[src/rtl/rx_block_fifo.sv]
// Receive-side block assembler plus first-word-fall-through block FIFO.
// Bytes are packed MSB-first into BLOCK_BYTES-wide blocks. Completed blocks are
// queued for the control unit, which pops them with rcv_deq.
module rx_block_fifo #(
  parameter int unsigned BLOCK_BYTES = 8,
  parameter int unsigned DEPTH       = 4
) (
  input  logic                         clk,
  input  logic                         reset,
  input  logic [7:0]                   byte_in,
  input  logic                         byte_valid,
  input  logic                         flush,
  input  logic                         rcv_deq,
  output logic [8*BLOCK_BYTES-1:0]     block_out,
  output logic                         emptyRx,
  output logic                         fullRx,
  output logic [$clog2(DEPTH):0]       blk_count,
  output logic [$clog2(BLOCK_BYTES)-1:0] byte_idx,
  output logic                         overrun
);

  localparam int unsigned BlkW = 8 * BLOCK_BYTES;
  localparam int unsigned IdxW = $clog2(BLOCK_BYTES);
  localparam int unsigned PtrW = $clog2(DEPTH);
  localparam int unsigned CntW = PtrW + 1;
  localparam logic [IdxW-1:0] LastIdx = IdxW'(BLOCK_BYTES - 1);
  localparam logic [CntW-1:0] FullCnt = CntW'(DEPTH);

  // Only the bytes before the final one need holding; the final byte is
  // taken straight from byte_in when the block completes.
  logic [BlkW-9:0] sreg_q, sreg_d;
  logic [IdxW-1:0] idx_q, idx_d;
  logic [BlkW-1:0] mem_q [DEPTH];
  logic [PtrW-1:0] wr_ptr_q, wr_ptr_d;
  logic [PtrW-1:0] rd_ptr_q, rd_ptr_d;
  logic [CntW-1:0] cnt_q, cnt_d;
  logic            empty_q, full_q;
  logic            overrun_q, overrun_d;

  logic [BlkW-1:0] blk_new;
  logic            complete, push, pop;

  // Next-state logic: flush wins over byte and pop; a pop makes room for a
  // push in the same cycle, but an empty FIFO can never be popped.
  always_comb begin
    blk_new   = {sreg_q, byte_in};
    complete  = byte_valid && (idx_q == LastIdx);
    pop       = rcv_deq && (cnt_q != '0);
    push      = complete && ((cnt_q != FullCnt) || pop);
    sreg_d    = sreg_q;
    idx_d     = idx_q;
    wr_ptr_d  = wr_ptr_q;
    rd_ptr_d  = rd_ptr_q;
    cnt_d     = cnt_q;
    overrun_d = overrun_q;
    if (flush) begin
      sreg_d    = '0;
      idx_d     = '0;
      wr_ptr_d  = '0;
      rd_ptr_d  = '0;
      cnt_d     = '0;
      overrun_d = 1'b0;
    end else begin
      if (byte_valid) begin
        sreg_d = blk_new[BlkW-9:0];
        idx_d  = complete ? '0 : idx_q + 1'b1;
      end
      if (push) wr_ptr_d = wr_ptr_q + 1'b1;
      if (pop)  rd_ptr_d = rd_ptr_q + 1'b1;
      if (push && !pop) cnt_d = cnt_q + 1'b1;
      else if (pop && !push) cnt_d = cnt_q - 1'b1;
      if (complete && !push) overrun_d = 1'b1;
    end
  end

  // State registers, storage write and registered status flags.
  always_ff @(posedge clk) begin
    if (reset) begin
      sreg_q    <= '0;
      idx_q     <= '0;
      wr_ptr_q  <= '0;
      rd_ptr_q  <= '0;
      cnt_q     <= '0;
      overrun_q <= 1'b0;
      empty_q   <= 1'b1;
      full_q    <= 1'b0;
      for (int i = 0; i < DEPTH; i++) mem_q[i] <= '0;
    end else begin
      sreg_q    <= sreg_d;
      idx_q     <= idx_d;
      wr_ptr_q  <= wr_ptr_d;
      rd_ptr_q  <= rd_ptr_d;
      cnt_q     <= cnt_d;
      overrun_q <= overrun_d;
      empty_q   <= (cnt_d == '0);
      full_q    <= (cnt_d == FullCnt);
      if (!flush && push) mem_q[wr_ptr_q] <= blk_new;
    end
  end

  assign block_out = mem_q[rd_ptr_q];
  assign emptyRx   = empty_q;
  assign fullRx    = full_q;
  assign blk_count = cnt_q;
  assign byte_idx  = idx_q;
  assign overrun   = overrun_q;

endmodule

[config.mk]
export PLATFORM = sky130hd
export DESIGN_NAME = rx_block_fifo
export DESIGN_NICKNAME = d
export VERILOG_FILES = /design/src/rtl/rx_block_fifo.sv
export SDC_FILE = /design/constraint.sdc
export NUM_CORES = 1
export LEC_CHECK = 0
export ABC_AREA = 1
export CAP_MARGIN = 5
export CORE_MARGIN = 4
export CORE_UTILIZATION = 40
export DETAILED_ROUTE_END_ITERATION = 12
export HOLD_SLACK_MARGIN = 0.12
export PLACE_DENSITY = 0.56
export SETUP_SLACK_MARGIN = 0.05
export SLEW_MARGIN = 20
export SYNTH_ARGS = -nofsm -noshare
export SYNTH_HDL_FRONTEND = slang
export SYNTH_SLANG_ARGS = --single-unit
[constraint.sdc]
create_clock -name clk -period 10.3 [get_ports clk]
set_clock_uncertainty 0.05 [all_clocks]
set_input_delay 2.06 -clock clk [delete_from_list [all_inputs] [get_ports clk]]
set_output_delay 2.06 -clock clk [all_outputs]
set_load 0.02 [all_outputs]
==> flow_summary.ini, run 1 <==
[worst_setup_path]
critical_path_class = reg -> out
r2r_slack_ns = 6.85
max_stage_delay_ns = 0.82
worstPathArrival_ns = 3.52
timing.rr.end = mem_q[3][14]
path_cells = clkinv_2 > buf_4 > o21ai_0 > o22ai_1 > clkdlybuf4s50_1
crit_fanout = 84
r2r_start = byte_idx[0]
crit_path_start_kind = flop
rr_worst_depth = 11
critPathSlowestCell = buf_4
cp-end-kind = output pin
worstPathRequired_ns = 8.19

[power_and_ir_drop]
seqPwrFrac_pct = 52.9
peakVddDrop_uv = 90.76
power.share.switching_pct = 21.20
pwr-share-clk_pct = 43.1
combinationalPowerShare_pct = 4.0
cellInternalPower_mw = 2.192
switchingPower_uw = 589.9
cellLeakagePower_nw = 5.411
p_per_area_mw_per_mm2 = 178.7

[placement]
gp_congestion = 0.7224
place_ws_ns = 4.587
portBuffers = 85
hpwl_mm = 17.54

[hold_path]
min_from = rd_ptr_q[0]
hold_path.class = reg -> reg
hold_end = rd_ptr_q[0]
min_path_cells = 1

[global_route]
grt_usage_pct = 17.82
grt_pass1_wl_mm = 51.00
grt_overflow_total = 0
antenna_found_initial = 0
grt_pass1_vias = 9066
grt_start_max_net_pins = 98

[finish]
mostFrequentLayoutCell = nor2_1
area_growth_pct = 16.23
finish.net_count = 1324
multi_input_area_sq_mm = 0.003553
final-seq-area_sq_mm = 0.009114
diodes = 0
fill_cells = 3068
drive_above_1_share_pct = 8.715
final_cell_mix = nor2_1 (355), edfxtp_1 (256), o21ai_0 (188), clkdlybuf4s50_1 (84), inv_1 (78)

[synth]
synth-seq-cells = 327
syn_area_per_cell_sq_um = 10.65
yosys_warnings = 0
synth_cell_type_count = 25
syn-num-nets = 1276
syn-cell-area_sq_mm = 0.01340
yosysSeqAreaShare_pct = 67.99
syn-instance-count = 1258

[clocking]
root_buffer = clkbuf_16
ctsResizeCount = 0
clock_latency_ns = 0.51
post_cts_buffers = 0
clkSinkCount = 327
cts-buffers-inserted = 36
ctsHoldBuffers = 0
htreeDepth = 2
clkTransAtPathRegs_ns = 0.06
cts_tree = done
cts_buffer_depth = 3

[route]
drt-total-wl_mm = 32.92
viasPerCell = 5.158
vias = 9146
drt-pass1-iter-count = 5
postRouteAntennaNets = 0
drc = 0
initialDrtViolationCount = 689
wl_per_cell_um = 18.57

[sta]
maxSlewViolCount = 0
fmax_mhz = 177.7
slew_headroom_pct = 26.71
setup_slack_ns = 4.672
setup_viol_count_final = 0
post-route-min-period_ns = 5.628
finalHoldViolations = 0
grt_setup_unrepaired = false
tns_ns = 0
min_period_over_period_pct = 54.64
worstMarginPinSlew_ns = 1.099

[floorplanning]
initial_core_util_pct = 40.86
die_h_um = 191.0
fp.coreArea_sq_mm = 0.03278
die_w_um = 191.0
die_area_sq_mm = 0.03648
rows = 66
ios = 86

[run]
max_cap_viol_count = 0

[outcome]
status = finished, final reports clean
==> metrics by stage <==
step | total power, mW | area (sq um) | hold WS, ns | util [%] | std cells
final | 2.782 | 15570 | 0.4288 | 47.50 | 1773
after global placement | 1.614 | 14480 | 0.3975 | 44.18 | 1710
after global routing | 2.871 | 15570 | 0.4710 | 47.50 | 1773
after CTS | 2.811 | 15570 | 0.4300 | 47.50 | 1773
after detailed placement | 1.615 | 14480 | 0.4151 | 44.18 | 1710
after floorplan | 1.562 | 13400 | 0.3935 | - | 1258
==> layout make-up <==
| class | instances | share of cell area, % |
|---|---|---|
| flip-flops and latches | 327 | 58.53 |
| well taps | 442 | 3.552 |
| repair buffers | 98 | 6.075 |
| inverters | 84 | 2.041 |
| clock buffers | 56 | 6.734 |
| clock inverters | 7 | 0.2491 |
| multi-input cells | 759 | 22.82 |
==> Yosys cell counts (all sizes together) <==
| master | n | area share [%] |
|---|---|---|
| edfxtp | 256 | 57 |
| nor2 | 395 | 12 |
| a21oi | 62 | 2.3 |
| dfxtp | 71 | 11 |
| nand2 | 26 | 0.80 |
| xor2 | 3 | 0.20 |
| nor3 | 1 | 0.037 |
| clkinv | 2 | 0.065 |
| nand4 | 2 | 0.093 |
| buf | 31 | 1.7 |
| ha | 5 | 0.47 |
| o21ai | 188 | 7.0 |
| a211oi | 1 | 0.056 |
| clkbuf | 57 | 1.6 |
| nand3 | 12 | 0.45 |
| inv | 82 | 2.3 |
| o22ai | 64 | 3.0 |
==> sequential cells by signal (all words and copies together), names as in the netlist, named ones only <==
name / cells
emptyRx: 1
overrun: 1
mem_q: 256
rd_ptr_q: 2
wr_ptr_q: 2
byte_idx: 3
blk_count: 3
sreg_q: 56
fullRx: 1
==> how the worst max path moves through the flow <==
stage,start,to,slack [ns],cells past startpoint
final,flop,block_out[52],4.67,5
after global routing,flop,block_out[52],4.41,5
after CTS,flop,block_out[20],4.64,5
after detailed placement,flush,mem_q[0][25],4.59,10
after global placement,reset,mem_q[0][24],4.64,10
after floorplan,byte_valid,mem_q[0][0],5.49,11
==> routing by layer <==
layer / global-route usage (%) / wire length, um / vias up
li1: - / - / 4412
met2: 30.54 / 15990 / 215
met4: 5.304 / 836 / 0
met1: 23.64 / 14430 / 4460
met5: 0 / 0 / -
met3: 2.575 / 1666 / 59
==> cells by family after synthesis <==
group	Yosys count	synth area share [%]
compound gates	315	12.38
xor+xnor	3	0.1962
fa+ha+maj	5	0.4670
buf+inv	172	5.651
flops	327	67.99
simple gates	436	13.31
==> critical path: cells and delay by family, from the launching register on <==
family	cells	cell delay, ns
AOI/OAI and AO/OA	2	0.50
DFF	1	0.47
buffers and inverters	3	1.98
==> power groups by stage <==
| stage | combinational, mW | sequential [mW] | clock (mW) |
|---|---|---|---|
| 2_1_floorplan | 0.0627 | 1.50 | 0 |
| 3_3_place_gp | 0.113 | 1.50 | 0 |
| 3_5_place_dp | 0.114 | 1.50 | 0 |
| 4_1_cts | 0.114 | 1.47 | 1.22 |
| 5_1_grt | 0.123 | 1.48 | 1.27 |
| 6_report | 0.111 | 1.47 | 1.20 |
Note: power is estimated with default switching activity, not from simulation.
==> run 2: changes to the inputs <==
PLACE_DENSITY = 0.58   (was 0.56)
clock period = 5.11 ns   (was 10.3 ns; I/O delays follow)
==> run 2 against run 1 <==
Clock-buffer cell count is 3 lower. Global-route usage is 0.63 points higher. Die area stayed put. Flip-flop and latch count stayed put. Sequential share of layout area is 0.95 points lower. Setup slack worse by 3.6 ns. Routed wire length is 2.8% higher. Final cell count is 0.45% higher. Non-clock buffer count is 9 higher. Utilization is 0.78 points higher.
==> flow_summary.ini, run 2 (synthesis results as in run 1) <==
[outcome]
status = finished, final reports clean

[finish]
final-seq-area_sq_mm = 0.009114
finish.net_count = 1333
mostFrequentLayoutCell = nor2_1
final_cell_mix = nor2_1 (355), edfxtp_1 (256), o21ai_0 (188), clkdlybuf4s50_1 (84), inv_1 (78)
largest_register = mem_q
diodes = 0
multi_input_area_sq_mm = 0.003553
largest_reg_flops = 256
fin_cells = 1781
area_growth_pct = 18.15
reg_top3 = mem_q x256, sreg_q x56
drive_above_1_share_pct = 9.709
fill_cells = 3071

[route]
initialDrtViolationCount = 534
vias = 9265
drt-total-wl_mm = 33.84
wl_per_cell_um = 19.00
drc = 0
drt-pass1-iter-count = 5
viasPerCell = 5.202
postRouteAntennaNets = 0

[worst_setup_path]
worstPathArrival_ns = 2.98
timing.rr.end = mem_q[1][3]
worstPathRequired_ns = 4.04
cp-end-kind = output pin
rr_worst_depth = 11
crit_path_start_kind = flop
r2r_slack_ns = 2.28
critical_path_class = reg -> out
r2r_start = byte_idx[1]
crit_fanout = 44

[hold_path]
hold_path.class = reg -> reg
min_path_cells = 1
hold_end = rd_ptr_q[0]
min_from = rd_ptr_q[0]

[global_route]
grt_overflow_total = 0
grt_pass1_vias = 9286
met1_usage_pct = 24.19
antenna_found_initial = 0
grt_usage_pct = 18.45
grt_start_max_net_pins = 118
grt_pass1_wl_mm = 52.82
grtUsageMet3_pct = 2.374
use_met2_pct = 32.60
gr-max-usage-layer = met2

[sta]
setup_viol_count_final = 0
finalHoldViolations = 0
maxSlewViolCount = 0
post-route-min-period_ns = 4.050
grt_setup_unrepaired = false
slew_headroom_pct = 33.67
fmax_mhz = 246.9
tns_ns = 0
setup_slack_ns = 1.060
worstMarginPinSlew_ns = 0.9950
min_period_over_period_pct = 79.26

[placement]
hpwl_mm = 18.49
place_ws_ns = 1.494
portBuffers = 85
gp_congestion = 0.7524
dp_cells = 1718

[clocking]
cts-buffers-inserted = 36
clkSinkCount = 327
clock_latency_ns = 0.51
root_buffer = clkbuf_16
cts_buffer_depth = 3
cts_tree = done
ctsHoldBuffers = 0
htreeDepth = 2
ctsResizeCount = 0
post_cts_buffers = 0
clkTransAtPathRegs_ns = 0.06

[power_and_ir_drop]
peakVddDrop_uv = 186.3
p_per_area_mw_per_mm2 = 367.5
cellLeakagePower_nw = 5.539

[floorplanning]
die_area_sq_mm = 0.03648
rows = 66
ios = 86
initial_core_util_pct = 40.86
die_h_um = 191.0
fp.coreArea_sq_mm = 0.03278
die_w_um = 191.0

[run]
max_cap_viol_count = 0
## run 2: changes by cell type in the layout (fill, tap and decap cells not counted), moves of 3 or more
cell | before | now
clkbuf_1 | 15 | 8
clkbuf_8 | 3 | 7
buf_4 | 14 | 17
buf_12 | 0 | 5
bufinv_16 | 0 | 3
## run 2: worst max-delay path, cell delays in order, from the launching register on
cell	delay, ns
dfxtp_2	0.64
inv_2	0.16
buf_4	0.47
o21ai_0	0.17
o22ai_1	0.33
clkdlybuf4s50_1	0.68
## run 2: area by class of cell
class	count	area share [%]
flip-flops and latches	327	57.58
multi-input cells	759	22.45
repair buffers	107	6.925
clock buffers	53	6.806
well taps	442	3.494
inverters	84	2.008
clock inverters	9	0.7352
## run 2: worst max-delay path by stage
stage,endpoint,slack (ns),depth (start not counted)
floorplan,mem_q[0][0],1.34,11
global placement,mem_q[3][31],1.52,9
detailed placement,mem_q[3][24],1.49,9
CTS,block_out[20],1.03,5
global route,block_out[47],0.90,5
finish,block_out[47],1.06,5
## run 2: per-layer routing
layer	vias up	wire length, um
met5	-	0
met4	0	640
met3	44	1561
met2	223	16880
met1	4572	14750
li1	4426	-
## run 2: power breakdown
part	total (mW)	switching, mW	internal (mW)	leakage (nW)
registers	2.97	0.0257	2.94	3.21
clock network	2.61	1.01	1.61	0.587
logic	0.236	0.163	0.0729	1.74
total	5.82	1.20	4.62	5.54
## run 2: through the flow
| stage | hold slack [ns] | power [mW] | utilization [%] | instance area [sq um] |
|---|---|---|---|---|
| floorplan | 0.3935 | 3.149 | - | 13400 |
| global placement | 0.4066 | 3.260 | 44.55 | 14610 |
| detailed placement | 0.4193 | 3.263 | 44.55 | 14610 |
| CTS | 0.4340 | 5.861 | 48.19 | 15800 |
| global route | 0.4528 | 5.991 | 48.28 | 15830 |
| finish | 0.4313 | 5.817 | 48.28 | 15830 |
==> patch, RTL diff (flow settings as in run 2) <==
The parameter `BLOCK_BYTES` goes from 8 to 4.
--- a/src/rtl/rx_block_fifo.sv
+++ b/src/rtl/rx_block_fifo.sv
@@ -4,3 +4,3 @@
 module rx_block_fifo #(
-  parameter int unsigned BLOCK_BYTES = 8,
+  parameter int unsigned BLOCK_BYTES = 4,
   parameter int unsigned DEPTH       = 4
Interface: changed (resized block_out and byte_idx); port bits go from 86 to 53. The function was not compared with the original's and may differ.
==> patch against run 2 <==
Setup slack improved by 0.21 ns. Final cell count fell by 47%. Sequential cell count fell by 161. Synthesized area fell by 48%. Total power fell by 50%. Final area fell by 48%. Largest power group unchanged. Fmax rose by 5.4%. Core utilization rose by 0.73 points. Wire length fell by 54%.
==> patch: results (changes against run 2) <==
outcome=completed; DR iter-0 viols=359 (-33%); Largest stage delay, worst path=0.58 ns (-0.10 ns); sequential area share after synthesis=66.3% (-1.7 points); share of layout cells above drive strength 1=10.8% (+1.0 points); maximum VDD drop=0.219 mV (+18%); vias in the first global route=4884 (-47%); LEAKAGE=0.00302 uW (-46%); slowest cell on the critical path=clkinv_1; DRT Wirelength=15700 um (-54%); cts bufs inserted=17 (-53%); ys flop type=edfxtp_1; H-tree depth=4 (+2); Final Wtd Congestion=0.864 (+15%); vias=4853 (-48%); ys async rst share=0% (unchanged); Data arrival, critical path=2.77 ns (-0.21 ns); 1st-pass router iterations=7 (+2); Worst slew margin=34.0% (+0.29 points); port bufs=52 (-39%); via-per-instance ratio=5.18 (-0.33%); HPWL Detailed=9520 um (-49%); Cells after Synth=661 (-47%); initial antenna violation count=0 (unchanged); total track usage=16.7% (-1.8 points); synth unique cells=28 (+12%); max reg flops=128 (-50%); pin count of the biggest net entering global routing=65 (-45%); Final Net Count=720 (-46%); Placed Cells=904 (-47%); Filler Cell Count=1573 (-49%); CTS max path bufs=2 (-1); post-synthesis net count=678 (-47%); first-pass GRT wire length=25800 um (-51%); top cells by area, synth=edfxtp_1 55%, dfxtp_1 11%, nor2_1 9.3%; synth cell count leaders=173 x nor2_1, 128 x edfxtp_1, 92 x o21ai_0; CP max FO=38 (-14%)
[patch: cell types whose count changed after synthesis, moves of 3 or more]
cell and change:
nor2_1 -182, edfxtp_1 -128, o21ai_0 -96, a21oi_1 -34, clkbuf_1 -33, dfxtp_1 -33, o22ai_1 -32, inv_1 -31
buf_2 -12, nor2_2 -9, buf_6 -5, nand3_1 -3
[patch: routing by layer]
| metal | wire (um) | part of all wire [%] | global-route usage, % | vias to the layer above |
|---|---|---|---|---|
| li1 | - | - | - | 2336 |
| met1 | 6920 | 44 | 21.4 | 2369 |
| met3 | 900 | 5.7 | 4.29 | 19 |
| met5 | 0 | 0 | 0 | - |
| met2 | 7620 | 49 | 27.6 | 129 |
| met4 | 213 | 1.4 | 5.56 | 0 |
[patch: logic make-up (layout without fill, tap and decap cells)]
family	after synthesis	after routing	synth area share (%)
buf+inv	92	147	5.80
fa+ha+maj	4	4	0.720
flops	166	166	66.3
xor+xnor	4	4	0.504
simple gates	242	242	15.1
compound gates	153	153	11.6
[patch: power breakdown]
| part | internal [uW] | switching (uW) | leakage [uW] |
|---|---|---|---|
| Clock | 785 | 495 | 0.000297 |
| Combinational | 43.5 | 85.3 | 0.00109 |
| Sequential | 1490 | 13.2 | 0.00163 |
[patch: worst paths after layout]
path / startpoint / endpoint / slack, ns / cells after the start
worst max-delay path: register / block_out[14] / 1.27 / 5
worst min-delay path: rd_ptr_q[0] / register / 0.43 / 1
worst max register to register: blk_count[0] / mem_q[0][6] / 2.39 / 10
worst min register to register: rd_ptr_q[0] / register / 0.43 / 1
[patch: cell type report]
type                    count  area (sq um)  area share [%]
well taps                 220           275            3.34
clock buffers              24           503            6.10
inverters                  52           195            2.37
multi-input cells         403          1940            23.6
flip-flops and latches    166          4610            55.9
repair buffers             63           628            7.62
clock inverters             8          93.8            1.14
[patch: worst max-delay path, delay by kind of cell (launching register included)]
family | cells | cell delay [ns]
buf+inv | 3 | 1.65
compound gates | 2 | 0.34
flops | 1 | 0.32
[patch: metrics by stage]
| stage | cell area, sq um | worst slack (ns) |
|---|---|---|
| floorplan | 6950 | 2.09 |
| global placement | 7650 | 1.23 |
| detailed placement | 7650 | 1.14 |
| CTS | 8240 | 1.25 |
| global route | 8240 | 1.04 |
| finish | 8240 | 1.27 |
